**config.mk**
```make
export PLATFORM = sky130hd
export DESIGN_NAME = i281_exec_ctrl
export DESIGN_NICKNAME = d
export VERILOG_FILES = /design/src/rtl/i281_exec_pkg.sv /design/src/rtl/i281_btn_pulse.sv /design/src/rtl/i281_exec_ctrl.sv
export SDC_FILE = /design/constraint.sdc
export NUM_CORES = 1
export LEC_CHECK = 0
export CORE_MARGIN = 2
export CORE_UTILIZATION = 50
export DETAILED_ROUTE_END_ITERATION = 16
export PLACE_DENSITY = 0.79
export SYNTH_ARGS = -nofsm -noshare
export SYNTH_HDL_FRONTEND = slang
export SYNTH_SLANG_ARGS = --single-unit
```
**constraint.sdc**
```tcl
create_clock -name clock -period 3 [get_ports clock]
set_input_delay 0.45 -clock clock [delete_from_list [all_inputs] [get_ports clock]]
set_output_delay 0.45 -clock clock [all_outputs]
set_load 0.05 [all_outputs]
```
**src/rtl/i281_exec_pkg.sv**
```systemverilog
// Shared encodings for the i281 execution controller: FSM states and halt causes.
package i281_exec_pkg;

    localparam logic [1:0] ST_PAUSED = 2'd0;
    localparam logic [1:0] ST_RUN    = 2'd1;
    localparam logic [1:0] ST_STEP   = 2'd2;

    localparam logic [1:0] HC_NONE   = 2'd0;
    localparam logic [1:0] HC_STOP   = 2'd1;
    localparam logic [1:0] HC_BP     = 2'd2;
    localparam logic [1:0] HC_BUDGET = 2'd3;

endpackage

```
**src/rtl/i281_btn_pulse.sv**
```systemverilog
// Raw button to single-cycle pulse: multi-flop synchronizer followed by a rising-edge detector.
module i281_btn_pulse #(
    parameter int SYNC_STAGES = 2
) (
    input  logic clock,
    input  logic reset,
    input  logic async_in,
    output logic pulse
);

    logic [SYNC_STAGES-1:0] sync_q;
    logic                   prev_q;

    always_ff @(posedge clock or negedge reset) begin
        if (!reset) begin
            sync_q <= '0;
            prev_q <= 1'b0;
        end else begin
            sync_q <= {sync_q[SYNC_STAGES-2:0], async_in};
            prev_q <= sync_q[SYNC_STAGES-1];
        end
    end

    assign pulse = sync_q[SYNC_STAGES-1] & ~prev_q;

endmodule

```
**src/rtl/i281_exec_ctrl.sv**
```systemverilog
// i281 execution controller: turns board buttons, breakpoint and budget settings into the CPU run enable.
module i281_exec_ctrl
    import i281_exec_pkg::*;
#(
    parameter int PC_W        = 6,
    parameter int CNT_W       = 16,
    parameter int SYNC_STAGES = 2
) (
    input  logic             clock,
    input  logic             reset,
    input  logic             btn_go,
    input  logic             btn_step,
    input  logic             btn_stop,
    input  logic             bp_en,
    input  logic [PC_W-1:0]  bp_addr,
    input  logic             budget_en,
    input  logic [CNT_W-1:0] budget,
    input  logic [PC_W-1:0]  current_pc,
    output logic             run,
    output logic             paused,
    output logic [1:0]       halt_cause,
    output logic [CNT_W-1:0] retired_count
);

    logic go_pulse, step_pulse, stop_pulse;

    i281_btn_pulse #(.SYNC_STAGES(SYNC_STAGES)) u_go (
        .clock(clock), .reset(reset), .async_in(btn_go), .pulse(go_pulse));
    i281_btn_pulse #(.SYNC_STAGES(SYNC_STAGES)) u_step (
        .clock(clock), .reset(reset), .async_in(btn_step), .pulse(step_pulse));
    i281_btn_pulse #(.SYNC_STAGES(SYNC_STAGES)) u_stop (
        .clock(clock), .reset(reset), .async_in(btn_stop), .pulse(stop_pulse));

    logic [1:0]       state_q, state_d;
    logic [CNT_W-1:0] remaining_q;
    logic             bp_skip_q;
    logic [1:0]       cause_q, cause_d;
    logic             cause_we, load_go;
    logic [CNT_W-1:0] retired_q;
    logic             bp_hit, budget_out;

    // bp_skip lets a resumed go execute the instruction sitting at the breakpoint once.
    assign bp_hit     = bp_en & (current_pc == bp_addr) & ~bp_skip_q;
    assign budget_out = budget_en & (remaining_q == '0);

    always_ff @(posedge clock or negedge reset) begin
        if (!reset) state_q <= ST_PAUSED;
        else        state_q <= state_d;
    end

    always_comb begin
        state_d  = state_q;
        cause_we = 1'b0;
        cause_d  = HC_NONE;
        load_go  = 1'b0;
        case (state_q)
            ST_PAUSED: begin
                if (stop_pulse) begin
                    cause_we = 1'b1;
                    cause_d  = HC_STOP;
                end else if (go_pulse) begin
                    state_d  = ST_RUN;
                    load_go  = 1'b1;
                    cause_we = 1'b1;
                end else if (step_pulse) begin
                    state_d  = ST_STEP;
                    cause_we = 1'b1;
                end
            end
            ST_RUN: begin
                if (stop_pulse) begin
                    state_d  = ST_PAUSED;
                    cause_we = 1'b1;
                    cause_d  = HC_STOP;
                end else if (bp_hit) begin
                    state_d  = ST_PAUSED;
                    cause_we = 1'b1;
                    cause_d  = HC_BP;
                end else if (budget_out) begin
                    state_d  = ST_PAUSED;
                    cause_we = 1'b1;
                    cause_d  = HC_BUDGET;
                end
            end
            ST_STEP: state_d = ST_PAUSED;
            default: state_d = ST_PAUSED;
        endcase
    end

    always_comb begin
        run    = 1'b0;
        paused = 1'b0;
        case (state_q)
            ST_PAUSED: paused = 1'b1;
            ST_RUN:    run = ~stop_pulse & ~bp_hit & ~budget_out;
            ST_STEP:   run = 1'b1;
            default:   paused = 1'b0;
        endcase
    end

    always_ff @(posedge clock or negedge reset) begin
        if (!reset) begin
            remaining_q <= '0;
            bp_skip_q   <= 1'b0;
            cause_q     <= HC_NONE;
            retired_q   <= '0;
        end else begin
            if (load_go) begin
                remaining_q <= budget;
                bp_skip_q   <= 1'b1;
            end else if (state_q == ST_RUN && run) begin
                if (budget_en) remaining_q <= remaining_q - 1'b1;
                bp_skip_q <= 1'b0;
            end
            if (cause_we) cause_q <= cause_d;
            if (run && retired_q != '1) retired_q <= retired_q + 1'b1;
        end
    end

    assign halt_cause    = cause_q;
    assign retired_count = retired_q;

endmodule

```
Word-level counts from Yosys, hierarchy flattened
Cells that the tools add are included.

storage, ports and cells
  RAM bits = 0
  bits in read-only memories = 0
  bits in latches = 0
  output and inout port bits = 20
  register bits = 46
  memories = 0

cells by class
  equality and inequality tests = 7
  bitwise operators = 15
  shifts and indexed selects = 0
  muxes and demuxes = 29
  $add $sub $neg = 2
  divide/modulo/power cells = 0
  multiply operators = 0
  magnitude comparators = 0
  reduce and logical (&&, ||, !) cells = 8

operators with widths
  cell                                                                    number
  16-bit 2-to-1 mux                                                       3
  2-bit 2-to-1 mux                                                        9
  16-bit by 1-bit adder with 16-bit output (second input constant)        1
  16-bit logical NOT                                                      1
  16-bit != test (second input constant)                                  1
  16-bit by 1-bit subtractor with 16-bit output (second input constant)   1
  1-bit 2-to-1 mux                                                        13
  1-bit AND                                                               8
  2-bit case mux with 2 select lines                                      2
  1-bit inverter                                                          7
  6-bit equality test                                                     1
  4-bit != test (second input constant)                                   1
  1-bit case mux with 2 select lines                                      2
  2-bit nonzero test                                                      2
  3-bit != test (second input constant)                                   1
  3-bit AND reduction                                                     1
  2-bit by 1-bit equality test with 1-bit output (second input constant)  1
  2-bit equality test (second input constant)                             1
  1-bit logical AND                                                       2
  2-bit logical NOT                                                       1
  2-bit != test (second input constant)                                   1
  2-bit AND reduction                                                     1

Depth between registers and ports, before layout
Gate-level depths: netlist (run 1).

  depth in word-level cells = 10
  mapped depth = 9

Hierarchy
A second synthesis (run 1) with hierarchy kept.

unflattened totals
  cells, all modules = 261
  area, all modules = 2603.7 um^2

by module, submodules not included
  module          cells an instance  sequential area each (um^2)  area an instance (um^2)  instances
  i281_exec_ctrl  249                925.9                        2337.2                   1
  i281_btn_pulse  4                  75.1                         88.8                     3

Least setup slack after synthesis (run 1)
Ideal clock, no wire load.

  path kind = register -> output
  start = reg remaining_q[8]
  end = out run
  arrival = 2177 ps
  setup slack = 373 ps
  path buffers = 2
  cell stages (with the launch flop) = 7
  data required time = 2550 ps
  cells stage by stage = dfrtp_1 -> or4_4 -> or4_1 -> buf_2 -> nor3_2 -> o41ai_2 -> buf_2

between the ends
  cells in the longest elaborated chain, start to end = 5

ends and longest elaborated chain
  element                             RTL line               source
  from (decl)                         i281_exec_ctrl.sv:35   logic [CNT_W-1:0] remaining_q;
  from (signal assigned)              i281_exec_ctrl.sv:109  remaining_q <= budget;
  from (signal assigned)              i281_exec_ctrl.sv:112  if (budget_en) remaining_q <= remaining_q - 1'b1;
  16-bit logical NOT                  i281_exec_ctrl.sv:44   assign budget_out = budget_en & (remaining_q == '0);
  1-bit AND                           i281_exec_ctrl.sv:44
  1-bit inverter                      i281_exec_ctrl.sv:95   ST_RUN: run = ~stop_pulse & ~bp_hit & ~budget_out;
  1-bit AND                           i281_exec_ctrl.sv:95
  1-bit case mux with 2 select lines  i281_exec_ctrl.sv:93   case (state_q)
  to (decl)                           i281_exec_ctrl.sv:19   output logic run,

No other way between the ends.

Worst setup path after layout (run 1)
Same ends and word-level chain as after synthesis.

==> results of run 1 <==
==> critical path, cell delays in order (launching register included) <==
cell and delay (ns):
dfrtp_1 0.43, or4_4 0.59, or4_1 0.50, nor3_4 0.25, o41ai_4 0.18, buf_12 0.19
==> worst max path at each step <==
stage / from / endpoint / slack, ns / cells after the start
floorplan: remaining_q[8] / run / 0.37 / 6
CTS: remaining_q[8] / run / 0.04 / 5
global placement: remaining_q[8] / run / 0.38 / 5
global route: remaining_q[8] / run / 0.04 / 5
detailed placement: bp_addr[4] / retired_count[1] / 0.31 / 7
finish: remaining_q[8] / run / 0.12 / 5
==> final cells by class <==
type	count	area (µm²)
timing repair buffer	61	598
inverter	5	18.8
clock buffer	6	82.6
clock inverter	1	30.0
sequential	46	1150
multi-input combinational	184	1230
tap	67	83.8
fill	386	1520
==> where the power goes <==
part	leakage, µW	internal, µW	switching [µW]
clock	0.0000573	267	198
sequential	0.000567	777	174
combinational	0.000639	366	489
total	0.00126	1410	861
==> timing repair <==
item,4_1_cts,5_1_grt
gates resized for setup,1,1
hold buffers,0,0
pin swaps,0,1
buffers inserted,0,0
endpoints found under the setup margin,1,1
==> per-stage QoR <==
step,instances,total power [µW],util [%]
floorplan,246,1500,-
global placement,363,1770,65.0
detailed placement,363,1800,65.0
CTS,370,2270,67.5
global route,370,2400,67.7
finish,370,2270,67.7
==> registers in the layout, indices dropped and copies added (netlist names) <==
signal         cells
u_stop.sync_q      2
retired_count     16
u_go.prev_q        1
u_step.sync_q      2
remaining_q       16
bp_skip_q          1
state_q            2
u_stop.prev_q      1
u_go.sync_q        2
halt_cause         2
u_step.prev_q      1
==> cells by family after synthesis <==
kind of cell | Yosys count
adders and majority gates | 6
AOI/OAI and AO/OA | 41
and+or+nand+nor | 111
DFF | 46
muxes | 1
buffers and inverters | 16
xor gates and xnor gates | 25
==> layout by cell type, fill, tap and decap left out, types with 3 or more instances in the layout <==
cell             Yosys  final
or3_1                7      7
nor2_1              19     19
xnor2_1             25     25
a31oi_1              8      8
o21ai_1              8      8
ha_1                 6      6
nand2_1             15     15
o31ai_1              7      7
buf_4                0      7
nand4_1             10     10
clkbuf_8             0      6
and3_1              11     11
dfrtp_1             46     46
or4_1                9      9
inv_1                5      5
clkdlybuf4s50_1      0     52
nor2b_1              3      3
nand3_1             15     15
nor3_1               5      5
a21oi_1              4      4
==> metal layers <==
layer  up-vias  GRT usage (%)  part of all wire (%)
li1       1016              -                     -
met3         9           5.15                   6.7
met5         -              0                     0
met4         0           7.47                   1.5
met2        55           36.1                    48
met1      1005           25.6                    44
==> results_dict.tcl, run 1 <==
set metrics [dict create \
    cts.htree.levels 2 \
    worstMarginPinSlew_ns 1.01 \
    synth_cell_types 44 \
    antenna_found_initial 0 \
    xor_and_xnor_fraction_of_the_mapped_netlist_area_pct 8.94 \
    layout-drive-gt1-share_pct 6.60 \
    setup-violations-final 0 \
    finalInstanceArea_um2 3200 \
    synth.area.mux_share_pct 0.460 \
    hold_ws_ns 0.324 \
    report.final.hold_viol_count 0 \
    drt_iter0_drc 142 \
    critical_path.max_fanout 7 \
    synth.top_cells.by_count "46 x dfrtp_1, 25 x xnor2_1, 19 x nor2_1" \
    worstSkewPairLatency_ns 0.29 \
    tritoncts_buffers 5 \
    yosysSeqAreaShare_pct 47.0 \
    area_growth_syn_to_layout_pct 30.6 \
    groute.usage.overall_pct 20.9 \
    antenna-diode-count 0 \
    setup.worst_path.end_class "output port" \
    syn_avg_cell_area_um2 9.96 \
    yosys.area_share.simple_pct 25.2 \
    status "finished clean" \
    synthesized_area_fraction_occupied_by_adder_cells_pct 3.06 \
    fin_ws_ns 0.121 \
    final.setup.tns_ns 0 \
    clk_transition_reported_paths_ns 0.08 \
    synth.most_common_cell "dfrtp_1" \
    dieArea_um2 5480 \
    reg2reg_slack_ns 0.32 \
    crit_required_ns 2.55 \
    vdd.ir_drop.worst_mv 0.543 \
    post_drt_wl_per_cell_um 14.6 \
    p_leak_uw 0.00126 \
    slew-limit-headroom_pct 32.8 \
    layout_worst_path_cycle_share_pct 96.0 \
    num-nets-final 344 \
    first_global_vias 2065 \
    grt-ovfl-total 0 \
    synth_ff_type "dfrtp_1" \
    number_of_drc_violations_after_detailed_routing 0 \
    syn_nets 287 \
    unrepaired_setup_endpoints_after_global_routing "no" \
    synth_compound_area_share_pct 12.0 \
    combinational_family_with_the_most_area_after_synthesis "simple AND/OR/NAND/NOR gates" \
    synth-seq-cells 46 \
    fp-row-count 25 \
    detail_route.wirelength_um 5390 \
    r2r_start "remaining_q[8]" \
    timing.hold.worst.class "in2async" \
    portBuffers 54 \
    globalplace.congestion 0.824 \
    synth_edf_count 0 \
    yosys-top-cells-area "dfrtp_1 47%, xnor2_1 8.9%, ha_1 3.1%" \
    yosys_warnings 0 \
    max_freq_ghz 0.347 \
    rr_endpoint "remaining_q[14]" \
    root_buffer "clkbuf_8" \
    synthesis.area_um2 2450 \
    route.vias.total 2085 \
    worst-setup-path-type "reg2out" \
    die_w_um 74.0 \
    reg2reg_depth 8 \
    chip_height_um 74.0 \
    synth_top_cell_by_area "dfrtp_1" \
    drv_cap 0 \
    worstSetupStartpointType "flop" \
    drt-vias-per-instance 5.64 \
    global_route_wire_length_before_repair_um 8890 \
    place_area_um2 3070 \
    postRouteAntennaNets 0 \
    grt_max_degree 47 \
    io_pins 55 \
    detailedPlace.worstSlack_ns 0.315 \
    synth_largest_type_area_fraction_pct 47.0 \
    worst_clock_skew_ns 0.00474 \
    numClockSinks 46 \
    design.core.area_um2 4720 \
    power.density_nw_per_um2 710 \
    postSynthCellCount 246 \
    clock_tree.buffer_depth 2 \
    synth_async_sr_flop_share_pct 100 \
    finalMaxSlewViolations 0 \
    place_hpwl_um 3880 \
    critPathArrivalTime_ns 2.43 \
    start_util_pct 51.9 \
    post_layout_minimum_cycle_time_ns 2.88 \
    tritoncts "built" \
    drt_first_pass_iters 4 \
]
No activity file was read; power rests on OpenSTA's default activity.
==> run 2, diff against run 1 <==
--- a/config.mk
+++ b/config.mk
@@ -5,6 +5,7 @@
 export SDC_FILE = /design/constraint.sdc
 export NUM_CORES = 1
 export LEC_CHECK = 0
+export CORE_ASPECT_RATIO = 0.5
 export CORE_MARGIN = 2
 export CORE_UTILIZATION = 50
 export DETAILED_ROUTE_END_ITERATION = 16
==> run 2 against run 1 <==
  * Core utilization grew 2.1 points
  * Die area grew 0.62%
  * Sequential power grew 0.5%
  * Worst hold slack lost 0.0072 ns
  * Clock skew grew 0.0051 ns
  * Highest routed layer unchanged
==> results_dict.tcl, run 2 (synthesis gave the netlist of run 1 again) <==
set metrics [dict create \
    design.core.area_um2 4550 \
    design_power_total_uw 2270 \
    fp-row-count 17 \
    unrepaired_setup_endpoints_after_global_routing "no" \
    worst_clock_skew_ns 0.00987 \
    drt-vias-per-instance 5.59 \
    place_area_um2 3050 \
    status "finished clean" \
    report.final.hold_viol_count 0 \
    worst_path_dominant_cell_family "simple AND/OR/NAND/NOR gates" \
    io_pins 55 \
    power.share.clock_pct 20.4 \
    critical_path.max_fanout 7 \
    number_of_drc_violations_after_detailed_routing 0 \
    cell_chain_critical_path "or4_4 -> or4_4 -> nor3_4 -> o41ai_4 -> buf_12" \
    layout-drive-gt1-share_pct 5.98 \
    post_layout_minimum_cycle_time_ns 2.88 \
    final_common_cell "clkdlybuf4s50_1" \
    worstPathBufferInverterCount 1 \
    detail_route.wirelength_um 5390 \
    p_leak_uw 0.00125 \
    internal_power_uw 1390 \
    setup-violations-final 0 \
    vdd.ir_drop.worst_mv 0.540 \
    crit_required_ns 2.55 \
    worstSkewPairLatency_ns 0.30 \
    holdBufCountCts 0 \
    sw_ratio_pct 38.7 \
    layout_worst_path_cycle_share_pct 96.1 \
    tritoncts "built" \
    post_drt_wl_per_cell_um 14.7 \
    clk_transition_reported_paths_ns 0.09 \
    power.sequential.fraction_pct 42.2 \
    p_sw_uw 879 \
    drt_first_pass_iters 4 \
    finalInstanceArea_um2 3180 \
    max_freq_ghz 0.347 \
    fin_ws_ns 0.117 \
    place_hpwl_um 3690 \
    start_util_pct 53.8 \
    grt_max_degree 47 \
    global_route_wire_length_before_repair_um 8920 \
    die_w_um 103 \
    critical-path-max-stage-delay_ns 0.58 \
    tritoncts_buffers 5 \
    finalMaxSlewViolations 0 \
    grt-ovfl-total 0 \
    root_buffer "clkbuf_8" \
    dieArea_um2 5510 \
    detailedPlace.worstSlack_ns 0.214 \
    antenna-diode-count 0 \
    worstSetupStartpointType "flop" \
    route.vias.total 2052 \
    numClockSinks 46 \
    portBuffers 54 \
    antenna_found_initial 0 \
    combinationalPowerShare_pct 37.4 \
    setup.worst_path.end_class "output port" \
    drt_iter0_drc 82 \
    postRouteAntennaNets 0 \
    first_global_vias 1943 \
    fillCellCount 361 \
    clock_tree.buffer_depth 2 \
    critPathSlowestCell "or4_4" \
    chip_height_um 53.5 \
    cts.htree.levels 2 \
    slew-limit-headroom_pct 32.7 \
    final_cell_mix "52 x clkdlybuf4s50_1, 46 x dfrtp_1, 25 x xnor2_1" \
    worstMarginPinSlew_ns 1.01 \
    fin_util_pct 69.8 \
    final.setup.tns_ns 0 \
    drv_cap 0 \
    post_cts_setup_buffer_count 0 \
    timing.hold.worst.class "in2async" \
    area_growth_syn_to_layout_pct 29.7 \
    groute.usage.overall_pct 21.4 \
    worst-setup-path-type "reg2out" \
    num-nets-final 341 \
    globalplace.congestion 0.804 \
    critPathArrivalTime_ns 2.43 \
    power.density_nw_per_um2 714 \
    path_common_cell "or4_4" \
]
## run 2: cell types whose count changed in the layout (fill, tap and decap cells not counted)
| cell | change |
|---|---|
| or4_4 | +1 |
| clkbuf_1 | +1 |
| buf_4 | -3 |
| clkbuf_8 | -1 |
| clkinvlp_4 | +1 |
| or4_1 | -1 |
## run 2: worst paths after layout
| path | slack (ns) | to | depth (start not counted) | startpoint |
|---|---|---|---|---|
| max | 0.12 | run | 5 | remaining_q[8] |
| min | 0.32 | halt_cause[0] | 1 | reset |
| min in group clock | 0.35 | u_stop.sync_q[1] | 0 | u_stop.sync_q[0] |
| max reg2reg | 0.33 | remaining_q[9] | 7 | remaining_q[8] |
| max in group asynchronous | 2.07 | remaining_q[1] | 1 | reset |
| min reg2reg | 0.35 | u_stop.sync_q[1] | 0 | u_stop.sync_q[0] |
## run 2: final cells by class
cell class,count,area (µm²),area share [%]
well taps,66,82.6,2.60
flip-flops and latches,46,1150,36.2
repair buffers,58,576,18.1
inverters,5,18.8,0.591
multi-input cells,184,1240,39.0
clock buffers,6,72.6,2.28
clock inverters,2,37.5,1.18
## run 2: power groups by stage
stage	Clock (µW)	Sequential, µW	Combinational (µW)
6_report	462	956	849
5_1_grt	503	982	932
4_1_cts	473	954	849
3_5_place_dp	0	954	840
3_3_place_gp	0	940	816
2_1_floorplan	0	1020	485
## run 2: per-stage QoR
stage	hold WS, ns	instances
floorplan	0.154	246
detailed placement	0.336	359
finish	0.317	367
CTS	0.348	367
global placement	0.334	359
global route	0.376	367
## run 2: metal layers
metal  share of wire, %  wire (µm)  up-vias  track usage [%]
li1                   -          -     1007                -
met1                 48       2570      985             28.6
met2                 47       2550       49             35.0
met3                4.0        215       11             4.89
met4                1.1         57        0             6.80
met5                  0          0        -                0
## run 2: what timing repair did
item	CTS	global route
pin swaps	0	1
resized for setup	2	1
cloned	0	0
setup endpoints to repair	1	1
==> run 3, diff against run 2 <==
--- a/config.mk
+++ b/config.mk
@@ -8,6 +8,7 @@
 export CORE_ASPECT_RATIO = 0.5
 export CORE_MARGIN = 2
 export CORE_UTILIZATION = 50
+export CTS_CLUSTER_SIZE = 24
 export DETAILED_ROUTE_END_ITERATION = 16
 export PLACE_DENSITY = 0.79
 export SYNTH_ARGS = -nofsm -noshare
==> results of run 3 <==
Same layout as run 2: the final DEF is identical, and so are final timing and power.
